==> config.mk <==
export PLATFORM = sky130hd
export DESIGN_NAME = dac_multichannel_core
export DESIGN_NICKNAME = d
export VERILOG_FILES = /design/src/rtl/dac_core_pkg.sv /design/src/rtl/dac_channel_source.sv /design/src/rtl/dac_multichannel_core.sv
export SDC_FILE = /design/constraint.sdc
export NUM_CORES = 1
export LEC_CHECK = 0
export BUFFER_PORTS_ARGS = -buffer_cell sky130_fd_sc_hd__buf_2
export CORE_AREA = 2 2 242 244
export DETAILED_ROUTE_END_ITERATION = 10
export DIE_AREA = 0 0 244 246
export GPL_ROUTABILITY_DRIVEN = 0
export GPL_TIMING_DRIVEN = 0
export SYNTH_ARGS = -nofsm -noshare
export SYNTH_HDL_FRONTEND = slang
export SYNTH_SLANG_ARGS = --single-unit
==> constraint.sdc <==
create_clock -name up_clk -period 2.5 [get_ports up_clk]
set_input_delay 0.375 -clock up_clk [delete_from_list [all_inputs] [get_ports up_clk]]
set_output_delay 0.375 -clock up_clk [all_outputs]
set_load 0.02 [all_outputs]
==> src/rtl/dac_core_pkg.sv <==
// dac_core_pkg: shared definitions for the multichannel DAC core.
// Holds the register offsets, the channel source encoding, the FSM state
// constants, the version constant and the per-channel configuration record.
// Optional feature macro used by the core: DAC_RAMP_PATTERN_EN.
package dac_core_pkg;

  localparam logic [31:0] CORE_VERSION = 32'h0001_0000;

  // Global register offsets (word addresses on the 14-bit register bus)
  localparam logic [13:0] REG_VERSION   = 14'h000;
  localparam logic [13:0] REG_ID        = 14'h001;
  localparam logic [13:0] REG_CTRL      = 14'h010;
  localparam logic [13:0] REG_STATUS    = 14'h011;
  localparam logic [13:0] REG_UNF_COUNT = 14'h012;

  // Channel c lives at 0x100 + 16*c: page in [13:8], channel in [7:4], offset in [3:0]
  localparam logic [5:0] REG_CH_PAGE  = 6'h01;
  localparam logic [3:0] CH_CFG_OFS   = 4'h0;
  localparam logic [3:0] CH_CONST_OFS = 4'h1;

  localparam int unsigned CTRL_ENABLE_BIT = 0;
  localparam int unsigned CTRL_ARM_BIT    = 1;
  localparam int unsigned STATUS_UNF_BIT  = 1;
  localparam int unsigned CH_EN_BIT       = 4;
  localparam int unsigned MAX_SW          = 16;

  typedef enum logic [1:0] {
    SRC_DMA   = 2'd0,
    SRC_ZERO  = 2'd1,
    SRC_RAMP  = 2'd2,
    SRC_CONST = 2'd3
  } src_t;

  typedef logic [1:0] fsm_state_t;
  localparam logic [1:0] ST_IDLE  = 2'd0;
  localparam logic [1:0] ST_ARMED = 2'd1;
  localparam logic [1:0] ST_RUN   = 2'd2;

  // Per-channel configuration; cval is sized for the widest sample
  typedef struct packed {
    logic              en;
    src_t              src;
    logic [MAX_SW-1:0] cval;
  } ch_cfg_t;

  // True when addr targets register ofs of channel ch
  function automatic logic ch_reg_hit(input logic [13:0] addr,
                                      input logic [3:0]  ch,
                                      input logic [3:0]  ofs);
    return (addr[13:8] == REG_CH_PAGE) && (addr[7:4] == ch) && (addr[3:0] == ofs);
  endfunction

endpackage

==> src/rtl/dac_channel_source.sv <==
// dac_channel_source: per-channel sample source mux and output register.
// Selects DMA, zero, ramp or constant samples for one channel and registers
// them; output is zero when the channel is disabled or the core is not in a
// RUN slot. The ramp generator exists only with DAC_RAMP_PATTERN_EN defined;
// otherwise the ramp source yields zero.
// Ports:
//   clk, rst_n  - clock, asynchronous active-low reset
//   run         - the sample taken on this edge feeds a RUN output cycle
//   underflow   - DMA underflow this cycle (DMA-sourced samples forced to 0)
//   cfg         - channel configuration (enable, source, constant)
//   dma_data    - this channel's SPC samples from DMA, sample 0 in the LSBs
//   dac_data    - registered output samples, same packing
module dac_channel_source
  import dac_core_pkg::*;
#(
  parameter int unsigned SPC = 4,
  parameter int unsigned SW  = 16
) (
  input  logic              clk,
  input  logic              rst_n,
  input  logic              run,
  input  logic              underflow,
  input  ch_cfg_t           cfg,
  input  logic [SPC*SW-1:0] dma_data,
  output logic [SPC*SW-1:0] dac_data
);

  localparam int unsigned DW = SPC * SW;

  logic [DW-1:0] data_c;
  logic [DW-1:0] const_c;

  // Constant value replicated across all samples
  always_comb begin
    const_c = '0;
    for (int unsigned i = 0; i < SPC; i++) begin
      const_c[i*SW +: SW] = cfg.cval[SW-1:0];
    end
  end

`ifdef DAC_RAMP_PATTERN_EN
  logic [SW-1:0] ramp_base;
  logic [DW-1:0] ramp_c;

  // Ramp base restarts at 0 on RUN entry and advances SPC per RUN slot
  always_ff @(posedge clk or negedge rst_n) begin
    if (!rst_n) begin
      ramp_base <= '0;
    end else if (!run) begin
      ramp_base <= '0;
    end else begin
      ramp_base <= ramp_base + SW'(SPC);
    end
  end

  // Sample i of the ramp is base + i, wrapping at 2^SW
  always_comb begin
    ramp_c = '0;
    for (int unsigned i = 0; i < SPC; i++) begin
      ramp_c[i*SW +: SW] = ramp_base + SW'(i);
    end
  end
`endif

  // Source mux with disable/idle gating
  always_comb begin
    data_c = '0;
    case (cfg.src)
      SRC_DMA:   data_c = underflow ? '0 : dma_data;
      SRC_ZERO:  data_c = '0;
`ifdef DAC_RAMP_PATTERN_EN
      SRC_RAMP:  data_c = ramp_c;
`else
      SRC_RAMP:  data_c = '0;
`endif
      SRC_CONST: data_c = const_c;
    endcase
    if (!run || !cfg.en) begin
      data_c = '0;
    end
  end

  always_ff @(posedge clk or negedge rst_n) begin
    if (!rst_n) begin
      dac_data <= '0;
    end else begin
      dac_data <= data_c;
    end
  end

endmodule

==> src/rtl/dac_multichannel_core.sv <==
// dac_multichannel_core: register-controlled multichannel DAC data path.
// A register bus configures per-channel sources; an IDLE/ARMED/RUN FSM gates
// the stream, started by ext_sync after an arm write. DMA underflow is
// reported through a sticky status bit and a saturating counter.
// Optional feature macro: DAC_RAMP_PATTERN_EN (enables the ramp source).
// Ports:
//   up_clk, up_rstn        - clock, asynchronous active-low reset
//   ext_sync               - external start strobe
//   dma_data, dma_valid    - DMA samples (channel-major, sample 0 in LSBs)
//   dac_valid              - data request to DMA, high only in RUN
//   dac_enable             - per-channel enable
//   dac_data               - registered samples to the link layer
//   up_w*/up_r*            - register write/read bus, ack one cycle after req
module dac_multichannel_core
  import dac_core_pkg::*;
#(
  parameter int unsigned ID                  = 0,
  parameter int unsigned NUM_CHANNELS        = 4,
  parameter int unsigned SAMPLES_PER_CHANNEL = 4,
  parameter int unsigned SAMPLE_WIDTH        = 16
) (
  input  logic                                                up_clk,
  input  logic                                                up_rstn,
  input  logic                                                ext_sync,
  input  logic [NUM_CHANNELS*SAMPLES_PER_CHANNEL*SAMPLE_WIDTH-1:0] dma_data,
  input  logic                                                dma_valid,
  output logic                                                dac_valid,
  output logic [NUM_CHANNELS-1:0]                             dac_enable,
  output logic [NUM_CHANNELS*SAMPLES_PER_CHANNEL*SAMPLE_WIDTH-1:0] dac_data,
  input  logic                                                up_wreq,
  input  logic [13:0]                                         up_waddr,
  input  logic [31:0]                                         up_wdata,
  output logic                                                up_wack,
  input  logic                                                up_rreq,
  input  logic [13:0]                                         up_raddr,
  output logic [31:0]                                         up_rdata,
  output logic                                                up_rack
);

  localparam int unsigned SPC  = SAMPLES_PER_CHANNEL;
  localparam int unsigned SW   = SAMPLE_WIDTH;
  localparam int unsigned CH_W = SPC * SW;

  fsm_state_t                     state_q;
  fsm_state_t                     state_d;
  logic                           ctrl_en;
  logic                           unf_sticky;
  logic [31:0]                    unf_count;
  ch_cfg_t [NUM_CHANNELS-1:0]     ch_cfg;

  logic                           wr_ctrl;
  logic                           ctrl_clear;
  logic                           ctrl_arm;
  logic                           wr_unf_w1c;
  logic                           run_slot;
  logic [NUM_CHANNELS-1:0]        dma_sel;
  logic                           underflow;
  logic [31:0]                    rdata_c;

  // Upper write-data bits are not backed by any register
  logic unused_wdata;
  assign unused_wdata = &{1'b0, up_wdata[31:SW]};

  // Control write decode; a clearing write always wins over arm
  always_comb begin
    wr_ctrl    = up_wreq && (up_waddr == REG_CTRL);
    ctrl_clear = wr_ctrl && !up_wdata[CTRL_ENABLE_BIT];
    ctrl_arm   = wr_ctrl && up_wdata[CTRL_ARM_BIT] && up_wdata[CTRL_ENABLE_BIT] && ctrl_en;
    wr_unf_w1c = up_wreq && (up_waddr == REG_STATUS) && up_wdata[STATUS_UNF_BIT];
  end

  // FSM next state
  always_comb begin
    state_d = state_q;
    case (state_q)
      ST_IDLE:  if (ctrl_arm) state_d = ST_ARMED;
      ST_ARMED: if (ext_sync) state_d = ST_RUN;
      ST_RUN:   state_d = ST_RUN;
      default:  state_d = ST_IDLE;
    endcase
    if (ctrl_clear) begin
      state_d = ST_IDLE;
    end
  end

  // FSM state register
  always_ff @(posedge up_clk or negedge up_rstn) begin
    if (!up_rstn) begin
      state_q <= ST_IDLE;
    end else begin
      state_q <= state_d;
    end
  end

  // A sample captured on this edge is presented in a RUN cycle when state_d is RUN
  assign run_slot = (state_d == ST_RUN);

  always_comb begin
    for (int unsigned c = 0; c < NUM_CHANNELS; c++) begin
      dma_sel[c] = ch_cfg[c].en && (ch_cfg[c].src == SRC_DMA);
    end
  end

  assign underflow = run_slot && !dma_valid && (|dma_sel);

  // Register read mux
  always_comb begin
    rdata_c = '0;
    case (up_raddr)
      REG_VERSION:   rdata_c = CORE_VERSION;
      REG_ID:        rdata_c = 32'(ID);
      REG_CTRL:      rdata_c = {31'd0, ctrl_en};
      REG_STATUS:    rdata_c = {30'd0, unf_sticky, (state_q == ST_RUN)};
      REG_UNF_COUNT: rdata_c = unf_count;
      default:       rdata_c = '0;
    endcase
    for (int unsigned c = 0; c < NUM_CHANNELS; c++) begin
      if (ch_reg_hit(up_raddr, 4'(c), CH_CFG_OFS)) begin
        rdata_c = {27'd0, ch_cfg[c].en, 2'd0, ch_cfg[c].src};
      end
      if (ch_reg_hit(up_raddr, 4'(c), CH_CONST_OFS)) begin
        rdata_c = 32'(ch_cfg[c].cval[SW-1:0]);
      end
    end
  end

  // Register file, bus handshake, status and dac_valid
  always_ff @(posedge up_clk or negedge up_rstn) begin
    if (!up_rstn) begin
      up_wack    <= 1'b0;
      up_rack    <= 1'b0;
      up_rdata   <= '0;
      dac_valid  <= 1'b0;
      ctrl_en    <= 1'b0;
      unf_sticky <= 1'b0;
      unf_count  <= '0;
      ch_cfg     <= '0;
    end else begin
      up_wack   <= up_wreq;
      up_rack   <= up_rreq;
      up_rdata  <= up_rreq ? rdata_c : 32'd0;
      dac_valid <= run_slot;

      if (wr_ctrl) begin
        ctrl_en <= up_wdata[CTRL_ENABLE_BIT];
      end

      // Set has priority over a simultaneous W1C
      if (underflow) begin
        unf_sticky <= 1'b1;
      end else if (wr_unf_w1c) begin
        unf_sticky <= 1'b0;
      end

      if (underflow && (unf_count != 32'hFFFF_FFFF)) begin
        unf_count <= unf_count + 32'd1;
      end

      for (int unsigned c = 0; c < NUM_CHANNELS; c++) begin
        if (up_wreq && ch_reg_hit(up_waddr, 4'(c), CH_CFG_OFS)) begin
          ch_cfg[c].en  <= up_wdata[CH_EN_BIT];
          ch_cfg[c].src <= src_t'(up_wdata[1:0]);
        end
        if (up_wreq && ch_reg_hit(up_waddr, 4'(c), CH_CONST_OFS)) begin
          ch_cfg[c].cval <= MAX_SW'(up_wdata[SW-1:0]);
        end
      end
    end
  end

  // Per-channel source and output register
  for (genvar c = 0; c < NUM_CHANNELS; c++) begin : g_ch
    assign dac_enable[c] = ch_cfg[c].en;

    dac_channel_source #(
      .SPC (SPC),
      .SW  (SW)
    ) u_src (
      .clk       (up_clk),
      .rst_n     (up_rstn),
      .run       (run_slot),
      .underflow (underflow),
      .cfg       (ch_cfg[c]),
      .dma_data  (dma_data[c*CH_W +: CH_W]),
      .dac_data  (dac_data[c*CH_W +: CH_W])
    );
  end

endmodule

Word-level counts from Yosys, hierarchy flattened
Index checks and enable logic that the tools add are counted.
{"block": "classes", "n_addsub": 1, "multipliers": 0, "div": 0, "magnitude_cmp": 0, "n_eq_ne": 31, "n_shift": 0, "mux": 28, "n_bitwise": 0, "reduce_logical": 73}
{"cell": "64-bit case mux with 3 select lines", "count": 4}
{"cell": "64-bit 2-to-1 mux", "count": 8}
{"cell": "32-bit 2-to-1 mux", "count": 9}
{"cell": "32-bit case mux with 4 select lines", "count": 1}
{"cell": "14-bit by 5-bit == test with 1-bit output (second input constant)", "count": 5}
{"cell": "1-bit logical AND", "count": 46}
{"cell": "32-bit by 1-bit adder with 32-bit output (second input constant)", "count": 1}
{"cell": "32-bit inequality test (second input constant)", "count": 1}
{"cell": "2-bit == test (second input constant)", "count": 10}
{"cell": "4-bit by 1-bit == test with 1-bit output (second input constant)", "count": 4}
{"cell": "4-bit by 2-bit == test with 1-bit output (second input constant)", "count": 4}
{"cell": "4-bit zero test", "count": 4}
{"cell": "14-bit zero test", "count": 1}
{"cell": "6-bit by 1-bit == test with 1-bit output (second input constant)", "count": 2}
{"cell": "2-bit by 1-bit == test with 1-bit output (second input constant)", "count": 5}
{"cell": "2-bit zero test", "count": 5}
{"cell": "2-bit OR reduction", "count": 4}
{"cell": "1-bit zero test", "count": 7}
{"cell": "2-bit 2-to-1 mux", "count": 3}
{"cell": "2-bit case mux with 3 select lines", "count": 1}
{"cell": "1-bit logical OR", "count": 4}
{"cell": "4-bit OR reduction", "count": 1}
{"cell": "1-bit 2-to-1 mux", "count": 2}
{"cell": "2-bit nonzero test", "count": 1}
{"block": "totals", "regBits": 403, "latchBits": 0, "ramBits": 0, "romBits": 0, "input_bits": 322, "output_inout_bits": 295, "memories": 0}

Logic depth before layout (Yosys ltp)
{"block": "logic_depth", "ltp_word": 14, "depth_mapped": 7}

Modules after synthesis
A second synthesis with hierarchy kept.
{"block": "hier_totals", "cells_unflattened": 1523, "hier_area_um2": 18253.8}
{"module": "dac_channel_source", "instances": 4, "cells_each": 240, "area_per_inst_um2": 2884.0, "seq_area_each_um2": 1601.5}
{"module": "dac_multichannel_core", "instances": 1, "cells_each": 563, "area_per_inst_um2": 6717.7, "seq_area_each_um2": 3678.5}

Worst setup path after synthesis
Ideal clock, no wire load.
{"block": "synth_path", "path_kind": "input-to-reg", "from": "input up_waddr[9]", "to": "register ch_cfg[43] in the netlist's numbering", "setup_time_ps": 128, "arrival_ps": 2043, "required_time_ps": 2372, "path_slack_ps": 329, "cell_stages": 6, "path_cell_list": "or4_1 > nor3_2 > and3_1 > buf_2 > buf_4 > mux2_1"}
{"block": "synth_via", "elab_chain_len": 4}
{"item": "from (decl)", "line_no": "dac_multichannel_core.sv:31", "rtl": "input logic [13:0] up_waddr,"}
{"item": "6-bit by 1-bit == test with 1-bit output", "line_no": "dac_core_pkg.sv:50", "rtl": "return (addr[13:8] == REG_CH_PAGE) && (addr[7:4] == ch) && (addr[3:0] == ofs);"}
{"item": "1-bit logical AND (2 in a row)", "line_no": "dac_core_pkg.sv:50"}
{"item": "1-bit logical AND", "line_no": "dac_multichannel_core.sv:164", "rtl": "if (up_wreq && ch_reg_hit(up_waddr, 4'(c), CH_CONST_OFS)) begin"}
{"item": "to (decl)", "line_no": "dac_multichannel_core.sv:49", "rtl": "ch_cfg_t [NUM_CHANNELS-1:0] ch_cfg;"}
Every way passes these cells.
A chain may end at the register's enable or synchronous reset.

Worst setup path in the final report
{"block": "layout_path", "from": "register ch_cfg (netlist bit dac_enable[1])", "to": "register g_ch[1].u_src.dac_data[19]"}
{"block": "layout_via", "elab_chain_len": 6, "elab_cells_between_ends": 8}
{"item": "1-bit logical AND", "line_no": "dac_multichannel_core.sv:100", "rtl": "dma_sel[c] = ch_cfg[c].en && (ch_cfg[c].src == SRC_DMA);"}
{"item": "4-bit OR reduction", "line_no": "dac_multichannel_core.sv:104", "rtl": "assign underflow = run_slot && !dma_valid && (|dma_sel);"}
{"item": "1-bit logical AND", "line_no": "dac_multichannel_core.sv:104"}
{"item": "64-bit 2-to-1 mux", "line_no": "dac_channel_source.sv:69", "rtl": "SRC_DMA: data_c = underflow ? '0 : dma_data;"}
{"item": "64-bit case mux with 3 select lines", "line_no": "dac_channel_source.sv:68", "rtl": "case (cfg.src)"}
{"item": "64-bit 2-to-1 mux *", "line_no": "dac_channel_source.sv:78", "rtl": "if (!run || !cfg.en) begin"}
{"item": "via g_ch[1].u_src.data_c[19]", "line_no": "dac_channel_source.sv:30", "rtl": "logic [DW-1:0] data_c;"}
{"item": "to (signal assigned)", "line_no": "dac_channel_source.sv:87", "rtl": "dac_data <= data_c;"}
{"item": "to (decl)", "line_no": "dac_channel_source.sv:25", "rtl": "output logic [SPC*SW-1:0] dac_data"}
The timed path passes the listed nets; every way through them passes the cells marked *.

==> results.yml <==
setup_path:
  crit_type: "flop to flop"
  start_kind: "flop"
  rr_worst_depth: 7
  end_kind: "flop"
  cp.arrival_ns: 2.90
  reg2reg_slack_ns: 0.04
  cp_data_required_time_ns: 2.94
  critPathMaxFanout: 10
power:
  power_leakage_uw: 0.01226
  power_density_nw_per_um2: 640.8
  ir_worst_vdd_mv: 0.4239
  p_total_uw: 14410
detailed_routing:
  routedWlPerCell_um: 23.90
  routed_wl_um: 70990
  drtPass1Iterations: 5
  dr_total_vias: 15290
  drt_first_iter_violations: 1064
  drc: 0
  ant_nets: 0
  vias_per_cell: 5.149
timing:
  fin_ws_ns: 0.04262
  max_freq_mhz: 406.9
  period_minus_slack_ns: 2.457
  tns_ns: 0
  grt_setup_unrepaired: "false"
  hold_violations: 0
  slew_headroom_pct: 17.03
  worst_pin_slew_ns: 1.240
  drv_slew: 0
  period_share_pct: 98.30
  worst_clock_skew_ns: 0.02787
  setup-violations-final: 0
placement:
  placed_area_um2: 20710
  numPortBuffers: 599
  dpl.hpwl_um: 55210
  place_inst: 2874
  dp_worst_setup_slack_ns: -0.6397
finish:
  drive_gt1_share_pct: 34.47
  stdcell_area_um2: 22490
  syn_to_final_growth_pct: 35.02
  nets: 2488
  final_cells: 2970
grt:
  grt_max_degree: 111
  first_global_vias: 15770
  grt_pass1_wl_um: 101600
  grt.total_usage_pct: 22.89
  antenna_found_initial: 7
  grt_overflow: 0
synth:
  synth_compound_area_share_pct: 12.56
  yosys-top-cells-area: "dfrtp_1 61%, mux2_1 5.2%, a31oi_1 4.9%, nand3_1 4.8%, a21oi_1 4.3%"
  ys_seq_area_share_pct: 60.54
  synth_area_per_cell_um2: 11.05
  synth-simple-area-share_pct: 16.47
  synth.net_count: 1830
  synth-edff-count: 0
  synth_mux_area_share_pct: 5.731
  ys_async_sr_fraction_pct: 100.0
  synth_top_area_cell: "dfrtp_1"
  synth_cell_types: 77
  synth_top_family_by_area: "simple AND/OR/NAND/NOR gates"
  ys_seq_elements: 403
  synth_xor_area_share_pct: 1.577
  ys_warn_count: 0
  synth_top_area_share_pct: 60.54
  syn_inst: 1507
  synthAdderAreaFrac_pct: 0.07511
  synth_area_um2: 16660
  synth_ff_type: "dfrtp_1"
clock_tree:
  cts_tree: "yes"
  htree_num_levels: 2
  cts_max_path_buffers: 3
  cts_made_buffers: 46
  cts.sinks: 403
  clk_transition_reported_paths_ns: 0.06
  cts_root_buf: "clkbuf_16"
  insertion_delay_ns: 0.59
floorplanning:
  fp.dieH_um: 246
  num_io_pins: 617
  die-area_um2: 60020
  initial_core_util_pct: 29.04
  die_x_um: 244
  core_um2: 57370
  std_cell_rows: 88
outcome:
  status: "finished clean"
hold_path:
  whs_path_depth: 3
  holdCritPathClass: "primary input to flop"
job:
  cap_violations: 0
==> where the power goes <==
part           internal, µW  leakage, µW  switching [µW]
logic                   279      0.00583             382
clock network          4290     0.000805            2930
registers              6530      0.00563            2.18
total                 11100       0.0123            3320
==> synthesized netlist by cell type, types with 18 or more instances <==
library cell  instances
dfrtp_1             403
nand3_1             160
nor2_1              147
a21oi_1             144
a31oi_1             131
clkbuf_1             88
mux2_1               77
nand2_1              57
and3_1               44
xor2_1               27
and2_1               23
nor3_1               18
==> cells by family (layout without fill, tap and decap cells) <==
| kind of cell | Yosys count | after routing |
|---|---|---|
| AND/OR/NAND/NOR | 522 | 522 |
| flip-flops | 403 | 403 |
| AO/OA/AOI/OAI | 342 | 342 |
| buffers and inverters | 124 | 819 |
| multiplexers | 85 | 85 |
| XOR/XNOR | 30 | 30 |
| adder cells (fa/ha/maj) | 1 | 1 |
| other | 0 | 3 |
==> worst max-delay path: stages (launching register included) <==
cell	delay, ns
dfrtp_1	0.46
or3b_4	0.45
a41oi_2	0.31
o211ai_4	0.19
buf_4	0.24
clkbuf_2	0.24
a31oi_2	0.32
nor2_1	0.08
==> per-stage QoR <==
stage | hold slack, ns | util [%]
after detailed placement | 0.4201 | 36.10
after floorplan | 0.07941 | -
after global placement | 0.4733 | 35.93
after CTS | 0.0003250 | 39.16
after global routing | 0.01070 | 39.21
final | 0.03637 | 39.21
==> repair_timing <==
| item | 4_1_cts | 5_1_grt |
|---|---|---|
| gates resized for setup | 17 | 17 |
| setup endpoints to repair | 244 | 23 |
| hold buffers | 8 | 0 |
| buffers inserted | 0 | 0 |
| endpoints found under the hold margin | 88 | 0 |
| pin swaps | 0 | 1 |
==> cell usage in the layout, fill, tap and decap left out, types with 4 or more instances in the layout <==
cell type,count
buf_2,611
dfrtp_1,402
nand3_1,160
nor2_1,146
a21oi_1,143
a31oi_1,129
clkbuf_1,83
mux2_1,77
nand2_1,54
clkbuf_16,47
and3_1,44
xor2_1,27
and2_1,23
nor3_1,18
o21ai_0,16
o2bb2ai_1,15
clkbuf_2,12
a221oi_1,12
nand4_1,10
clkbuf_8,10
clkinv_2,10
buf_4,8
dlygate4sd3_1,8
nor4_1,7
buf_1,6
mux2_2,6
bufinv_16,5
inv_1,4
nand2b_1,4
and4_1,4
==> final timing paths <==
kind,from,end
worst max-delay path,dac_enable[1]$_DFFE_PN0P_,g_ch[1].u_src.dac_data[19]$_DFF_PN0_
worst min-delay path,dma_data[244],g_ch[3].u_src.dac_data[52]$_DFF_PN0_
worst max register to register,dac_enable[1]$_DFFE_PN0P_,g_ch[1].u_src.dac_data[19]$_DFF_PN0_
worst min register to register,unf_count[29]$_DFFE_PN0P_,unf_count[29]$_DFFE_PN0P_
max in group asynchronous,up_rstn,dac_valid$_DFF_PN0_
min in group asynchronous,up_rstn,g_ch[2].u_src.dac_data[57]$_DFF_PN0_
==> routing by layer <==
metal	global-route usage, %	vias to the layer above	share of wire, %
li1	-	6775	-
met3	4.695	159	7.0
met4	9.505	4	3.9
met5	0	-	0.030
met2	39.50	784	50
met1	27.85	7570	39
==> flip-flops by register name, indices dropped and copies added, names as in the netlist <==
name / cells
ch_cfg: 72
dac_enable: 4
up_rack: 1
ctrl_en: 1
unf_sticky: 1
up_rdata: 32
unf_count: 32
up_wack: 1
state_q: 2
g_ch.u_src.dac_data: 256
dac_valid: 1
==> area by class of cell <==
cell class	instances	area [µm²]
clock buffers	62	1333
inverters	4	15.01
multi-input cells	980	6110
diodes	3	7.507
fillers	5694	34870
plain buffers	120	523.0
well taps	765	957.2
flip-flops and latches	403	10090
repair buffers	610	3171
clock inverters	23	291.5
No activity file was read; power rests on OpenSTA's default activity.
